## config.mk

```make
export PLATFORM = sky130hd
export DESIGN_NAME = axis2fifo
export DESIGN_NICKNAME = d
export VERILOG_FILES = /design/src/rtl/axis2fifo_pkg.sv /design/src/rtl/axis2fifo_mem.sv /design/src/rtl/axis2fifo.sv
export SDC_FILE = /design/constraint.sdc
export NUM_CORES = 1
export LEC_CHECK = 0
export ABC_AREA = 1
export CELL_PAD_IN_SITES_DETAIL_PLACEMENT = 0
export CELL_PAD_IN_SITES_GLOBAL_PLACEMENT = 2
export CORE_UTILIZATION = 45
export CTS_BUF_LIST = sky130_fd_sc_hd__clkbuf_4
export DETAILED_ROUTE_END_ITERATION = 6
export PLACE_DENSITY_LB_ADDON = 0.12
export RECOVER_POWER = 100
export REMOVE_ABC_BUFFERS = 1
export SYNTH_ARGS = -nofsm -noshare
export SYNTH_HDL_FRONTEND = slang
export SYNTH_SLANG_ARGS = --single-unit
```

## constraint.sdc

```tcl
create_clock -name clk -period 6.3 [get_ports clk]
set_input_delay 1.26 -clock clk [delete_from_list [all_inputs] [get_ports clk]]
set_output_delay 1.26 -clock clk [all_outputs]
set_load 0.05 [all_outputs]
```

## src/rtl/axis2fifo_pkg.sv

```systemverilog
// axis2fifo_pkg: shared constants for the AXI4-Stream to burst FIFO stage.
//   - Read FSM state encoding (IDLE/SEND/GAP) and write FSM encoding (ACCEPT/PAD).
//   - Default burst length and inter-burst gap, shared with the consumer stage.
//   - cnt_width(): bits needed to hold the values 0..max_val (at least 1).
package axis2fifo_pkg;

  localparam logic [1:0] RD_IDLE = 2'b00;
  localparam logic [1:0] RD_SEND = 2'b01;
  localparam logic [1:0] RD_GAP  = 2'b10;

  localparam logic [0:0] WR_ACCEPT = 1'b0;
  localparam logic [0:0] WR_PAD    = 1'b1;

  localparam int BURST_LEN_DEF  = 4;
  localparam int GAP_CYCLES_DEF = 6;

  function automatic int cnt_width(input int max_val);
    return (max_val < 2) ? 1 : $clog2(max_val + 1);
  endfunction

endpackage

```

## src/rtl/axis2fifo_mem.sv

```systemverilog
// axis2fifo_mem: DEPTH x DATA_WIDTH register array, one synchronous write
// port and one combinational read port. Contents are not reset.
//   clk      in   clock
//   wr_en    in   write strobe
//   wr_addr  in   write address
//   wr_data  in   write data
//   rd_addr  in   read address
//   rd_data  out  mem[rd_addr], combinational
module axis2fifo_mem
  import axis2fifo_pkg::*;
#(
  parameter int DATA_WIDTH = 32,
  parameter int DEPTH      = 8,
  parameter int ADDR_WIDTH = $clog2(DEPTH)
) (
  input  logic                  clk,
  input  logic                  wr_en,
  input  logic [ADDR_WIDTH-1:0] wr_addr,
  input  logic [DATA_WIDTH-1:0] wr_data,
  input  logic [ADDR_WIDTH-1:0] rd_addr,
  output logic [DATA_WIDTH-1:0] rd_data
);

  logic [DATA_WIDTH-1:0] mem_q [DEPTH];

  always_ff @(posedge clk) begin
    if (wr_en) mem_q[wr_addr] <= wr_data;
  end

  assign rd_data = mem_q[rd_addr];

endmodule

```

## src/rtl/axis2fifo.sv

```systemverilog
// axis2fifo: AXI4-Stream slave that buffers beats and releases them to the
// consumer in fixed bursts of BURST_LEN words, one word per cycle, followed
// by at least GAP_CYCLES+1 idle cycles.
//   clk            in   clock
//   rst            in   synchronous active-high reset
//   s_axis_tdata   in   stream data
//   s_axis_tvalid  in   stream valid
//   s_axis_tlast   in   end of packet (only used with AXIS2FIFO_PAD_ON_TLAST_EN)
//   s_axis_tready  out  stream ready
//   dout           out  registered burst word
//   data_ready     out  dout valid, high BURST_LEN consecutive cycles per burst
//   level          out  words currently stored
//   busy           out  read FSM not in IDLE
// Build option: define AXIS2FIFO_PAD_ON_TLAST_EN to zero-pad a partial group
// up to BURST_LEN words when a beat with tlast is accepted.
//
// Read FSM
//   state | meaning
//   IDLE  | waiting for a full group (level >= BURST_LEN)
//   SEND  | presenting burst words on dout, one per cycle
//   GAP   | forced idle time for the consumer's read/flush phase
// Write FSM
//   state  | meaning
//   ACCEPT | taking stream beats while space exists
//   PAD    | writing zero words until the current group is complete
module axis2fifo
  import axis2fifo_pkg::*;
#(
  parameter int DATA_WIDTH = 32,
  parameter int DEPTH      = 8,
  parameter int BURST_LEN  = BURST_LEN_DEF,
  parameter int GAP_CYCLES = GAP_CYCLES_DEF
) (
  input  logic                    clk,
  input  logic                    rst,
  input  logic [DATA_WIDTH-1:0]   s_axis_tdata,
  input  logic                    s_axis_tvalid,
  input  logic                    s_axis_tlast,
  output logic                    s_axis_tready,
  output logic [DATA_WIDTH-1:0]   dout,
  output logic                    data_ready,
  output logic [$clog2(DEPTH):0]  level,
  output logic                    busy
);

  localparam int PTR_W      = $clog2(DEPTH);
  localparam int LVL_W      = PTR_W + 1;
  localparam int GRP_W      = cnt_width(BURST_LEN - 1);
  localparam int BEAT_W     = cnt_width(BURST_LEN);
  localparam int GAP_LOAD_I = (GAP_CYCLES > 0) ? GAP_CYCLES - 1 : 0;
  localparam int GAP_W      = cnt_width(GAP_LOAD_I);

  localparam logic [LVL_W-1:0]  LVL_FULL  = LVL_W'(DEPTH);
  localparam logic [LVL_W-1:0]  LVL_BURST = LVL_W'(BURST_LEN);
  localparam logic [GRP_W-1:0]  GRP_LAST  = GRP_W'(BURST_LEN - 1);
  localparam logic [BEAT_W-1:0] BEAT_LAST = BEAT_W'(BURST_LEN);
  localparam logic [GAP_W-1:0]  GAP_LOAD  = GAP_W'(GAP_LOAD_I);

  logic [1:0]            rd_state;
  logic [0:0]            wr_state;
  logic [PTR_W-1:0]      wr_ptr, rd_ptr;
  logic [GRP_W-1:0]      grp_cnt, grp_cnt_nxt;
  logic [BEAT_W-1:0]     beat;
  logic [GAP_W-1:0]      gap_cnt;
  logic                  beat_wr, pad_wr, wr_en, rd_en, pad_start;
  logic [DATA_WIDTH-1:0] wr_data, mem_rd_data;

  assign s_axis_tready = (wr_state == WR_ACCEPT) && (level < LVL_FULL);
  assign beat_wr       = s_axis_tvalid && s_axis_tready;
  assign pad_wr        = (wr_state == WR_PAD) && (level < LVL_FULL);
  assign wr_en         = beat_wr || pad_wr;
  assign wr_data       = pad_wr ? '0 : s_axis_tdata;
  assign grp_cnt_nxt   = (grp_cnt == GRP_LAST) ? '0 : grp_cnt + 1'b1;

`ifdef AXIS2FIFO_PAD_ON_TLAST_EN
  assign pad_start = beat_wr && s_axis_tlast && (grp_cnt_nxt != '0);
`else
  logic tlast_unused;
  assign tlast_unused = s_axis_tlast;
  assign pad_start    = 1'b0;
`endif

  // Reads happen on the IDLE->SEND edge and on every SEND edge that still
  // has words left in the burst; level only moves when exactly one side acts.
  assign rd_en = ((rd_state == RD_IDLE) && (level >= LVL_BURST)) ||
                 ((rd_state == RD_SEND) && (beat < BEAT_LAST));

  assign busy = (rd_state != RD_IDLE);

  axis2fifo_mem #(
    .DATA_WIDTH (DATA_WIDTH),
    .DEPTH      (DEPTH)
  ) u_mem (
    .clk     (clk),
    .wr_en   (wr_en),
    .wr_addr (wr_ptr),
    .wr_data (wr_data),
    .rd_addr (rd_ptr),
    .rd_data (mem_rd_data)
  );

  always_ff @(posedge clk) begin
    if (rst) begin
      wr_state <= WR_ACCEPT;
      wr_ptr   <= '0;
      grp_cnt  <= '0;
    end else begin
      if (wr_en) begin
        wr_ptr  <= wr_ptr + 1'b1;
        grp_cnt <= grp_cnt_nxt;
      end
      case (wr_state)
        WR_ACCEPT: if (pad_start) wr_state <= WR_PAD;
        WR_PAD:    if (pad_wr && (grp_cnt_nxt == '0)) wr_state <= WR_ACCEPT;
        default:   wr_state <= WR_ACCEPT;
      endcase
    end
  end

  always_ff @(posedge clk) begin
    if (rst) begin
      level <= '0;
    end else begin
      case ({wr_en, rd_en})
        2'b10:   level <= level + 1'b1;
        2'b01:   level <= level - 1'b1;
        default: level <= level;
      endcase
    end
  end

  always_ff @(posedge clk) begin
    if (rst) begin
      rd_state   <= RD_IDLE;
      rd_ptr     <= '0;
      beat       <= '0;
      gap_cnt    <= '0;
      dout       <= '0;
      data_ready <= 1'b0;
    end else begin
      if (rd_en) begin
        dout   <= mem_rd_data;
        rd_ptr <= rd_ptr + 1'b1;
      end
      case (rd_state)
        RD_IDLE: begin
          if (rd_en) begin
            data_ready <= 1'b1;
            beat       <= BEAT_W'(1);
            rd_state   <= RD_SEND;
          end
        end
        RD_SEND: begin
          if (rd_en) begin
            beat <= beat + 1'b1;
          end else begin
            data_ready <= 1'b0;
            dout       <= '0;
            gap_cnt    <= GAP_LOAD;
            rd_state   <= RD_GAP;
          end
        end
        RD_GAP: begin
          if (gap_cnt == '0) rd_state <= RD_IDLE;
          else               gap_cnt  <= gap_cnt - 1'b1;
        end
        default: rd_state <= RD_IDLE;
      endcase
    end
  end

endmodule

```

* After elaboration in Yosys (flattened, before gate mapping)
Memories as Yosys holds them, arrays and structs flattened. A register that Yosys moved wholly into a read port is not among the register bits.
Cells that the tools add are included.
** Word-level totals
- Memories :: 1
- Memory bits (writable) :: 256
- Flip-flop bits (word level) :: 54
- Input port bits :: 36
** Memory list
- u_mem.mem_q :: depth 8, width 32, read ports 1, clocked after memory_dff 1, write ports 1, line axis2fifo_mem.sv:24 : logic [DATA_WIDTH-1:0] mem_q [DEPTH];
** Operators by class
- Bitwise operators :: 1
- Magnitude comparators :: 3
- Add/sub/neg operators :: 7
- Equality and inequality tests :: 10
- Reductions and logical operators :: 19
- Multiplexer cells :: 25
** Operators with widths (count)
- 2-to-1 mux 32 bit :: 4
- 2-to-1 mux 3 bit :: 6
- one-hot mux 3 bit (2 select lines) :: 2
- AND reduction 3 bit :: 4
- inequality test 2 bit, second input constant :: 5
- adder 3 x 1 -> 3 bit, second input constant :: 3
- 2-to-1 mux 2 bit :: 4
- one-hot mux 4 bit (2 select lines) :: 1
- nonzero test 2 bit :: 4
- == test 2 bit, second input constant :: 3
- logical AND 1 bit :: 6
- one-hot mux 2 bit (3 select lines) :: 1
- 2-to-1 mux 1 bit :: 5
- adder 4 x 1 -> 4 bit, second input constant :: 1
- == test 2 x 1 -> 1 bit, second input constant :: 2
- >= comparator 4 x 3 -> 1 bit, second input constant :: 1
- logical NOT 2 bit :: 2
- less-than comparator 4 bit, second input constant :: 1
- one-hot mux 1 bit (2 select lines) :: 2
- subtractor 4 x 1 -> 4 bit, second input constant :: 1
- logical NOT 3 bit :: 1
- less-than comparator 3 bit, second input constant :: 1
- subtractor 3 x 1 -> 3 bit, second input constant :: 1
- adder 2 x 1 -> 2 bit, second input constant :: 1
- other kinds (2) :: 3

* Longest topological paths before layout
Gate-level depths: netlist (run 1).
- Depth in word-level cells :: 6
- Mapped depth :: 14

* By module
Synthesis (run 1) repeated with hierarchy kept, for this count alone.
** Second synthesis, totals
- Cells, all modules :: 1459
- Area total of the unflattened synthesis :: 13833.3 µm²
** By module, submodules not included
- axis2fifo_mem :: cells each 1124, times used 1, area an instance 11232.0 µm²
- axis2fifo :: cells each 335, times used 1, area an instance 2601.2 µm²

* Worst setup path after synthesis (run 1)
Ideal clock, no wire load.
- Path type :: input-to-reg
- Start point :: input port s_axis_tvalid
- End point :: memory u_mem.mem_q[0][0], enable pin
- Slack :: 2859 ps
- Arrival time :: 3020 ps
- Cell stages on the path :: 4
- Setup time :: 421 ps
- Cell sequence :: o21ai_1 -> inv_1 -> nand2_1 -> nor2_1
** Between the ends
- Longest elaborated chain between the ends :: 4
** Ends and longest elaborated chain
- start: declaration :: line axis2fifo.sv:37 : input logic s_axis_tvalid,
- logical AND 1 bit :: line axis2fifo.sv:69 : assign beat_wr = s_axis_tvalid && s_axis_tready;
- logical OR 1 bit :: line axis2fifo.sv:71 : assign wr_en = beat_wr || pad_wr;
- 2-to-1 mux 1 bit :: line axis2fifo_mem.sv:27 : if (wr_en) mem_q[wr_addr] <= wr_data;
- 2-to-1 mux 1 bit (not written as such) :: line axis2fifo_mem.sv:27
- end: declaration :: line axis2fifo_mem.sv:24
No other way between the ends.

* Worst setup path after layout (run 1)
- Start point :: input port s_axis_tvalid
- End point :: memory u_mem.mem_q[5][11], enable pin
The elaborated chain is that of the path after synthesis.

==> results of run 1 <==
-- cells by family after synthesis --
group                    share of synthesized area, %
flip-flops                                      70.75
buffers and inverters                           4.793
adder cells (fa/ha/maj)                        0.9025
AND/OR/NAND/NOR                                 15.61
XOR/XNOR                                       0.1404
AO/OA/AOI/OAI                                   7.801
-- worst register-to-register path, delay by kind of cell (launching register included) --
| kind | cells | cell delay [ns] |
|---|---|---|
| and+or+nand+nor | 2 | 1.49 |
| AOI/OAI and AO/OA | 1 | 0.32 |
| buffers and inverters | 3 | 1.42 |
| DFF | 1 | 0.41 |
-- how the worst max path moves through the flow --
stage / end / cells past startpoint
after floorplan: dout[30]$_SDFF_PP0_ / 5
after global placement: u_mem.mem_q[4][31]$_DFFE_PP_ / 6
after detailed placement: u_mem.mem_q[4][31]$_DFFE_PP_ / 6
after CTS: level[3] / 1
after global routing: u_mem.mem_q[5][24]$_DFFE_PP_ / 6
final: u_mem.mem_q[5][11]$_DFFE_PP_ / 6
-- through the flow --
stage | power, mW | std cells
global placement | 4.887 | 1510
floorplan | 4.116 | 1047
CTS | 6.613 | 1654
finish | 6.475 | 1655
global route | 6.881 | 1655
detailed placement | 4.908 | 1510
-- registers in the layout, summed over array words and instances (netlist names), named ones only --
signal / flops
wr_ptr: 3
data_ready: 1
gap_cnt: 3
wr_state: 1
rd_state: 2
rd_ptr: 3
beat: 3
grp_cnt: 2
dout: 32
u_mem.mem_q: 256
level: 4
-- layer usage --
| metal | part of all wire, % | GRT usage, % |
|---|---|---|
| met5 | 0 | 0 |
| met4 | 2.2 | 8.261 |
| met3 | 4.7 | 3.905 |
| met2 | 48 | 34.35 |
| met1 | 45 | 27.29 |
-- cell usage in the layout (no fill, tap or decap), drive strengths merged --
master	count
nor2	313
edfxtp	256
o21ai	143
nand3	132
clkbuf	122
inv	59
dfxtp	57
a21oi	46
dlygate4sd3	40
clkdlybuf4s50	32
clkinv	29
nand2	22
buf	10
ha	9
nand4	2
bufinv	2
diode	1
o211a	1
xnor2	1
xor2	1
or2	1
and3	1
nor3	1
a211oi	1
a31oi	1
-- layout make-up --
cell class / count / area, sq um
Antenna cell: 1 / 2.502
Clock buffer: 113 / 848.3
Clock inverter: 31 / 175.2
Fill cell: 2423 / 12640
Inverter: 59 / 221.5
Multi-Input combinational cell: 675 / 3082
Sequential cell: 313 / 8833
Tap cell: 372 / 465.4
Timing Repair Buffer: 91 / 829.5
-- power by group --
group	switching, mW	leakage, nW	internal, mW
combinational	1.52	1.86	0.597
sequential	0.139	2.79	2.53
clock	0.783	0.601	0.911
==> run metrics, run 1 <==
total vias in the final route=~8.3k; worst ir drop on vdd=approximately 0.00025 V; critical register-to-register path endpoint=u_mem.mem_q[5][11]$_DFFE_PP_; Synth Flop Type=edfxtp_1; CP cell instances=dlygate4sd3_1, o21ai_0, nor2_1, inv_1, nor2_1, clkbuf_1; ys async rst share=0%; Critical path origin=s_axis_tvalid; Warnings, synthesis=0; failing checks=capacitance limit, slew limit; hpwl dp=between 10000 and 15000 microns; run status=finished, violations left; Worst setup EP type=flop; H-tree depth=3; via density per instance=4.999; EDFF count, synth=roughly 260; Die X=about 170 microns; Buf+Inv Stages, Crit Path=3; clk_lat worst skew=slightly below 0.7 ns; grt total ovfl=0; Total Routing Usage GR=20.81%; R2R depth=6; first-pass GRT wire length=~44000 microns; Worst path slowest cell=nor2_1; GPL Wtd Cong=between 0.7 and 0.8; critical path's top delay family=buffers and inverters; antenna violations before repair=1; Rel. slew slack=-67.27%; Post-synth top cells=313 x nor2_1, 256 x edfxtp_1, 133 x o21ai_0; Max Slew Vio Count=roughly 310; setup repair after global routing missed its margin=false; Lkg Pwr=5.249 nW; cell with the most instances after synthesis=nor2_1; Syn Area/Cell=between 10 and 15 sq um; WHS Endpoint=gap_cnt[1]$_SDFFE_PP0P_; Setup Fix Bufs, Post-CTS=0; startpoint types=primary input; deepest clock path buffer count=3; post-layout minimum cycle time=approximately 4.6 ns; DIE AREA=roughly 28000 sq um; #FFs+latches synth=approximately 310; total negative slack=0 ns; WS Path Type=in -> reg; slack of the worst reg-to-reg path=2.23 ns; worst hold path class=reg -> reg; Final Worst Setup Slack=~1.7 ns; Synth area leaders=edfxtp_1 62%, nor2_1 9.4%, dfxtp_1 9.1%; top cell type's share of synthesized area=between 60% and 70%; Mapped Area=between 10000 and 15000 sq um; Crit Path Max Fanout=19; Place WS=~2.5 ns; worst hold path cell count=2; Final Cycle Share=73.11%; CP arrival=roughly 5 ns; CTS Hold Bufs=0; final setup vio count=0; TritonRoute pass-1 iters=5; vias in the first global route=7970; clock-pin slew on the worst setup and hold paths=about 0.06 ns; remaining routing DRC violations=0; layout net count=around 1.3k; worst hold start=gap_cnt[1]$_SDFFE_PP0P_; drt total wl=28770 microns; final core utilization=between 50 and 60%; maxcap violations=11; share of cells above drive strength 1=about a tenth; Clock Skew=between 0.04 and 0.05 ns; final worst hold slack=about 0.46 ns; Cells after Synth=around 1.1k; IO Pins=75; layout overhead on the synthesized area=15.86%; CTS tree=done; final instance area=roughly 14000 sq um; CTS sink cnt=between 300 and 400; Peak Freq=around 220 MHz; starting DRC count in detailed routing=584; Cell variety after synth=27; sequential share of the synthesized area=between 70% and 80%; Initial Utilization=roughly 46%; cell repeated most along the worst path=nor2_1; Detail Route Antenna Nets=0; Cell Pwr Density=447.8 nW/um^2; post-CTS sizing=0; CP peak stage delay=between 1 and 1.5 ns; CTS buffer count=between 80 and 90; Slew @ Worst Pin=2.509 ns; worst path required time=between 6 and 7 ns; area leader, netlist=edfxtp_1; WL/cell=17.39 microns; Chip Height=roughly 170 microns; Port Buf Inserts=73; Core Area=roughly 27000 sq um; clock root buffer=clkbuf_4; pin count of the biggest net entering global routing=~80; FF-to-FF Start=level[3]$_SDFFE_PP0P_; final hold viol count=0; Cell Rows=60; dpl cell area=13510 sq um
No activity file was read; power rests on OpenSTA's default activity.
==> inputs of run 2 (changes only) <==
--- a/config.mk
+++ b/config.mk
@@ -8,7 +8,7 @@
 export ABC_AREA = 1
 export CELL_PAD_IN_SITES_DETAIL_PLACEMENT = 0
 export CELL_PAD_IN_SITES_GLOBAL_PLACEMENT = 2
-export CORE_UTILIZATION = 45
+export CORE_UTILIZATION = 37
 export CTS_BUF_LIST = sky130_fd_sc_hd__clkbuf_4
 export DETAILED_ROUTE_END_ITERATION = 6
 export PLACE_DENSITY_LB_ADDON = 0.12
==> constraint.sdc (replaced) <==
create_clock -name clk -period 3.85 [get_ports clk]
set_input_delay 0.77 -clock clk [delete_from_list [all_inputs] [get_ports clk]]
set_output_delay 0.77 -clock clk [all_outputs]
set_load 0.05 [all_outputs]
==> run metrics, run 2 (synthesized netlist as in run 1, its figures left out) <==
critical path's top delay family=buffers and inverters; clock root buffer=clkbuf_4; CTS Hold Bufs=0 (unchanged); Chip Height=185.6 microns (+10%); Slew @ Worst Pin=2.149 ns (-0.3602 ns); CTS sink cnt=313 (unchanged); Critical path origin=s_axis_tvalid; grt total ovfl=0 (unchanged); CP arrival=3.48 ns (-1.38 ns); WS Path Type=in -> reg; Initial Utilization=37.97% (-8.1 points); final hold viol count=0 (unchanged); Die X=185.6 microns (+10%); number of flip-flops in the largest register=256 (unchanged); CP peak stage delay=0.82 ns (-0.47 ns); worst hold start=gap_cnt[1]$_SDFFE_PP0P_; maxcap violations=3 (-8); H-tree depth=3 (unchanged); Port Buf Inserts=73 (unchanged); fillcell total=3204 (+32%); Core Area=32870 sq um (+21%); GPL Wtd Cong=0.7077 (+0.47%); total negative slack=0 ns (unchanged); IO Pins=75 (unchanged); drt total wl=30430 microns (+5.7%); Worst path slowest cell=clkbuf_2; layout overhead on the synthesized area=17.70%; deepest clock path buffer count=3 (unchanged); Place WS=0.8843 ns (-1.588 ns); commonest cells after routing, fill and taps aside=311 x nor2_1, 256 x edfxtp_1, 136 x o21ai_0; remaining routing DRC violations=0 (unchanged); biggest regs=u_mem.mem_q x256, dout x32, level x4; total vias in the final route=8281 (+0.097%); CP cell instances=dlygate4sd3_1, o21ai_0, nor2_1, inv_1, nor2_1, clkbuf_2; layout net count=1273 (+0.55%); final worst hold slack=0.4622 ns (+0.004639 ns); Final Worst Setup Slack=0.6630 ns (-1.031 ns); run status=finished, violations left; worst hold path class=reg -> reg; Max Slew Vio Count=85 (-73%); via density per instance=4.756 (-4.8%); DIE AREA=34460 sq um (+21%); starting DRC count in detailed routing=433 (-26%); TritonRoute pass-1 iters=5 (unchanged); post-layout minimum cycle time=roughly 3.2 ns; Lkg Pwr=5.340 nW (+1.7%); post-CTS sizing=0 (unchanged); clock-pin slew on the worst setup and hold paths=0.06 ns (about the same); FF-to-FF Start=level[3]$_SDFFE_PP0P_; Crit Path Max Fanout=23 (+4); commonest non-fill, non-tap cell in the layout=nor2_1; Cell Rows=66 (+10%); share of cells above drive strength 1=12.40% (+1.7 points); CTS tree=done; startpoint types=primary input; worst ir drop on vdd=0.0003868 V (+57%); Worst setup EP type=flop; first-pass GRT wire length=47240 microns (+7.1%); Peak Freq=~310 MHz; setup repair after global routing missed its margin=false; clk_lat worst skew=0.70 ns (about the same); pin count of the biggest net entering global routing=86 (+6.2%); antenna violations before repair=1 (unchanged); cell repeated most along the worst path=nor2_1; CTS buffer count=84 (+3.7%); Final Cycle Share=roughly 83%; Cell Pwr Density=736.1 nW/um^2 (+64%); total power=10.81 mW (+67%); Rel. slew slack=-43.26% (+24 points); worst path required time=4.15 ns (-2.40 ns); failing checks=capacitance limit, slew limit; largest register by flop count=u_mem.mem_q; Setup Fix Bufs, Post-CTS=0 (unchanged); hpwl dp=15960 microns (+11%); WL/cell=17.48 microns (+0.51%); Clock Skew=0.06433 ns (+0.02026 ns); Detail Route Antenna Nets=0 (unchanged); vias in the first global route=8261 (+3.7%); final setup vio count=0 (unchanged); Buf+Inv Stages, Crit Path=3 (unchanged); Total Routing Usage GR=18.60% (-2.2 points)
[run 2: tightest hold or removal path: stages (launching register included)]
cell	delay, ns
dfxtp_1	0.31
nand2_1	0.06
a21oi_1	0.05
[run 2: final cells by class]
type,count,area (sq um),area share (%)
sequential,313,8833,60.15
multi-input combinational,675,3065,20.87
clock buffer,128,960.9,6.543
timing repair buffer,95,903.4,6.151
tap,442,553.0,3.766
inverter,59,222.7,1.516
clock inverter,28,145.1,0.9882
antenna,1,2.502,0.01704
[run 2: final timing paths]
path	slack, ns	to	cells past startpoint
worst max-delay path	0.66	u_mem.mem_q[5][2]$_DFFE_PP_	6
worst min-delay path	0.46	gap_cnt[1]$_SDFFE_PP0P_	2
worst max register to register	0.80	u_mem.mem_q[5][2]$_DFFE_PP_	6
worst min register to register	0.46	gap_cnt[1]$_SDFFE_PP0P_	2
[run 2: through the flow]
| step | utilization, % | std cells | area [sq um] |
|---|---|---|---|
| 5_1_grt | 44.69 | 1741 | 14690 |
| 2_1_floorplan | - | 1047 | 12100 |
| 6_report | 44.69 | 1741 | 14690 |
| 4_1_cts | 45.06 | 1740 | 14810 |
| 3_3_place_gp | 41.70 | 1584 | 13700 |
| 3_5_place_dp | 41.70 | 1584 | 13700 |
[run 2: layer usage]
layer / up-vias / part of all wire [%] / global-route usage (%)
li1: 4145 / - / -
met1: 3895 / 45 / 23.38
met2: 186 / 49 / 31.93
met3: 55 / 3.9 / 3.228
met4: 0 / 2.4 / 7.082
met5: - / 0 / 0
[run 2: report_power, final]
group / internal (mW) / switching (mW) / total, mW
combinational: 0.982 / 2.55 / 3.53
clock: 1.59 / 1.37 / 2.96
sequential: 4.12 / 0.203 / 4.32
total: 6.69 / 4.12 / 10.8
==> inputs of run 3 (changes only) <==
--- a/config.mk
+++ b/config.mk
@@ -8,7 +8,7 @@
 export ABC_AREA = 1
 export CELL_PAD_IN_SITES_DETAIL_PLACEMENT = 0
 export CELL_PAD_IN_SITES_GLOBAL_PLACEMENT = 2
-export CORE_UTILIZATION = 37
+export CORE_UTILIZATION = 41
 export CTS_BUF_LIST = sky130_fd_sc_hd__clkbuf_4
 export DETAILED_ROUTE_END_ITERATION = 6
 export PLACE_DENSITY_LB_ADDON = 0.12
==> constraint.sdc (replaced) <==
create_clock -name clk -period 3.26 [get_ports clk]
set_input_delay 0.652 -clock clk [delete_from_list [all_inputs] [get_ports clk]]
set_output_delay 0.652 -clock clk [all_outputs]
set_load 0.05 [all_outputs]
==> run metrics, run 3 (synthesized netlist as in run 1, its figures left out) <==
run status=finished, violations left; failing checks=capacitance limit, slew limit; CP peak stage delay=1.12 ns (+0.30 ns); Max Slew Vio Count=35 (-59%); Die X=176.5 microns (-5.0%); setup repair after global routing missed its margin=false; Worst path slowest cell=nor2_1; final setup vio count=0 (unchanged); Detail Route Antenna Nets=0 (unchanged); grt total ovfl=0 (unchanged); fin cells=1697 (-2.5%); pin count of the biggest net entering global routing=129 (+50%); WL/cell=17.70 microns (+1.3%); placed insts=1537 (-3.0%); antenna violations before repair=1 (unchanged); CP cell instances=inv_1, o21ai_0, inv_1, nand2_1, nor2_1, buf_12; clock root buffer=clkbuf_4; remaining routing DRC violations=0 (unchanged); layout overhead on the synthesized area=18.47%; Final Cycle Share=83.71%; maxcap violations=1 (-2); post-CTS sizing=0 (unchanged); Clock Skew=0.06674 ns (+0.002416 ns); startpoint types=flop; clock-pin slew on the worst setup and hold paths=0.06 ns (about the same); IO Pins=75 (unchanged); Port Buf Inserts=73 (unchanged); DIE AREA=31140 sq um (-9.7%); Chip Height=176.5 microns (-5.0%); CTS Hold Bufs=0 (unchanged); Lkg Pwr=5.410 nW (+1.3%); hpwl dp=15980 microns (+0.16%); GPL Wtd Cong=0.7097 (+0.28%); biggest regs=u_mem.mem_q x256, dout x32, level x4; CTS sink cnt=313 (unchanged); via density per instance=4.960 (+4.3%); commonest cells after routing, fill and taps aside=309 x nor2_1, 256 x edfxtp_1, 135 x o21ai_0; worst ir drop on vdd=0.0004678 V (+21%); worst path required time=3.62 ns (-0.53 ns); largest register by flop count=u_mem.mem_q; number of flip-flops in the largest register=256 (unchanged); final core utilization=49.61% (+4.9 points); TritonRoute pass-1 iters=5 (unchanged); Setup Fix Bufs, Post-CTS=0 (unchanged); first-pass GRT wire length=45930 microns (-2.8%); worst hold path class=in -> reg; total vias in the final route=8417 (+1.6%); share of cells above drive strength 1=12.79% (+0.38 points); Crit Path Max Fanout=22 (-4.3%); Total Routing Usage GR=19.76% (+1.2 points); Initial Utilization=41.88% (+3.9 points); Cell Rows=63 (-4.5%); H-tree depth=3 (unchanged); starting DRC count in detailed routing=511 (+18%); CTS buffer count=85 (+1.2%); Rel. slew slack=-36.91% (+6.3 points); drt total wl=30030 microns (-1.3%); layout net count=1279 (+0.47%); cell repeated most along the worst path=inv_1; Slew @ Worst Pin=2.054 ns (-0.09524 ns); Core Area=29800 sq um (-9.3%); post-layout minimum cycle time=around 2.7 ns; CTS tree=done; Worst setup EP type=flop; CP arrival=3.08 ns (-0.40 ns); final hold viol count=0 (unchanged); Cell Pwr Density=880.4 nW/um^2 (+20%); vias in the first global route=8213 (-0.58%); Peak Freq=approximately 370 MHz; commonest non-fill, non-tap cell in the layout=nor2_1; WS Path Type=reg -> reg; deepest clock path buffer count=3 (unchanged); clk_lat worst skew=0.71 ns (about the same)
==> run 3: cell types whose count changed in the layout (fill, tap and decap cells not counted), moves of 2 or more <==
cell,previous run,this run
clkinvlp_4,2,0
clkinv_1,22,20
nor2_4,2,4
buf_12,3,7
clkinv_4,0,4
bufinv_16,1,3
buf_4,11,6
nor2_1,311,309
clkbuf_1,4,10
==> run 3: per-layer routing <==
layer  vias to the layer above  GRT usage, %  wire length (microns)
li1                       4171             -                      -
met2                       170         34.10                  15120
met5                         -             0                      0
met4                         0         7.364                    563
met1                      4019         24.65                  13240
met3                        57         3.661                   1104
==> run 3: final cells by class <==
| type | count | area (sq um) |
|---|---|---|
| multi-input combinational | 675 | 3089 |
| clock inverter | 31 | 219.0 |
| antenna | 1 | 2.502 |
| inverter | 59 | 221.5 |
| sequential | 313 | 8833 |
| tap | 390 | 488.0 |
| clock buffer | 128 | 960.9 |
| fill | 2775 | 15010 |
| timing repair buffer | 100 | 968.4 |
==> run 3: worst max-delay path, delay by kind of cell (launching register included) <==
| kind | cells | cell delay (ns) |
|---|---|---|
| compound gates | 1 | 0.11 |
| buf+inv | 3 | 0.57 |
| flops | 1 | 0.38 |
| simple gates | 2 | 1.33 |
==> run 3: power breakdown <==
part	total, mW	switching (mW)	internal, mW
sequential	5.07	0.200	4.87
clock	3.67	1.62	2.05
combinational	4.28	3.05	1.23
==> run 3: through the flow <==
| step | power [mW] | hold slack (ns) | worst slack [ns] | area, sq um | setup TNS (ns) |
|---|---|---|---|---|---|
| after floorplan | 7.954 | 0.4288 | -1.156 | 12100 | -37.40 |
| after global placement | 9.616 | 0.4507 | 0.4852 | 13700 | 0 |
| after detailed placement | 9.643 | 0.4580 | 0.4473 | 13700 | 0 |
| after CTS | 13.37 | 0.3670 | 0.4653 | 14880 | 0 |
| after global routing | 13.83 | 0.3996 | 0.3043 | 14780 | 0 |
| final | 13.02 | 0.4170 | 0.5309 | 14780 | 0 |
==> run 3: worst paths after layout <==
path	startpoint	to	slack, ns	cells past startpoint
setup / recovery	level[3]$_SDFFE_PP0P_	u_mem.mem_q[6][5]$_DFFE_PP_	0.53	6
hold / removal	rst	rd_state[0]$_SDFFE_PP0P_	0.42	2
hold reg to reg	beat[2]$_SDFFE_PP0P_	beat[2]$_SDFFE_PP0P_	0.47	2
setup reg to reg	level[3]$_SDFFE_PP0P_	u_mem.mem_q[6][5]$_DFFE_PP_	0.53	6
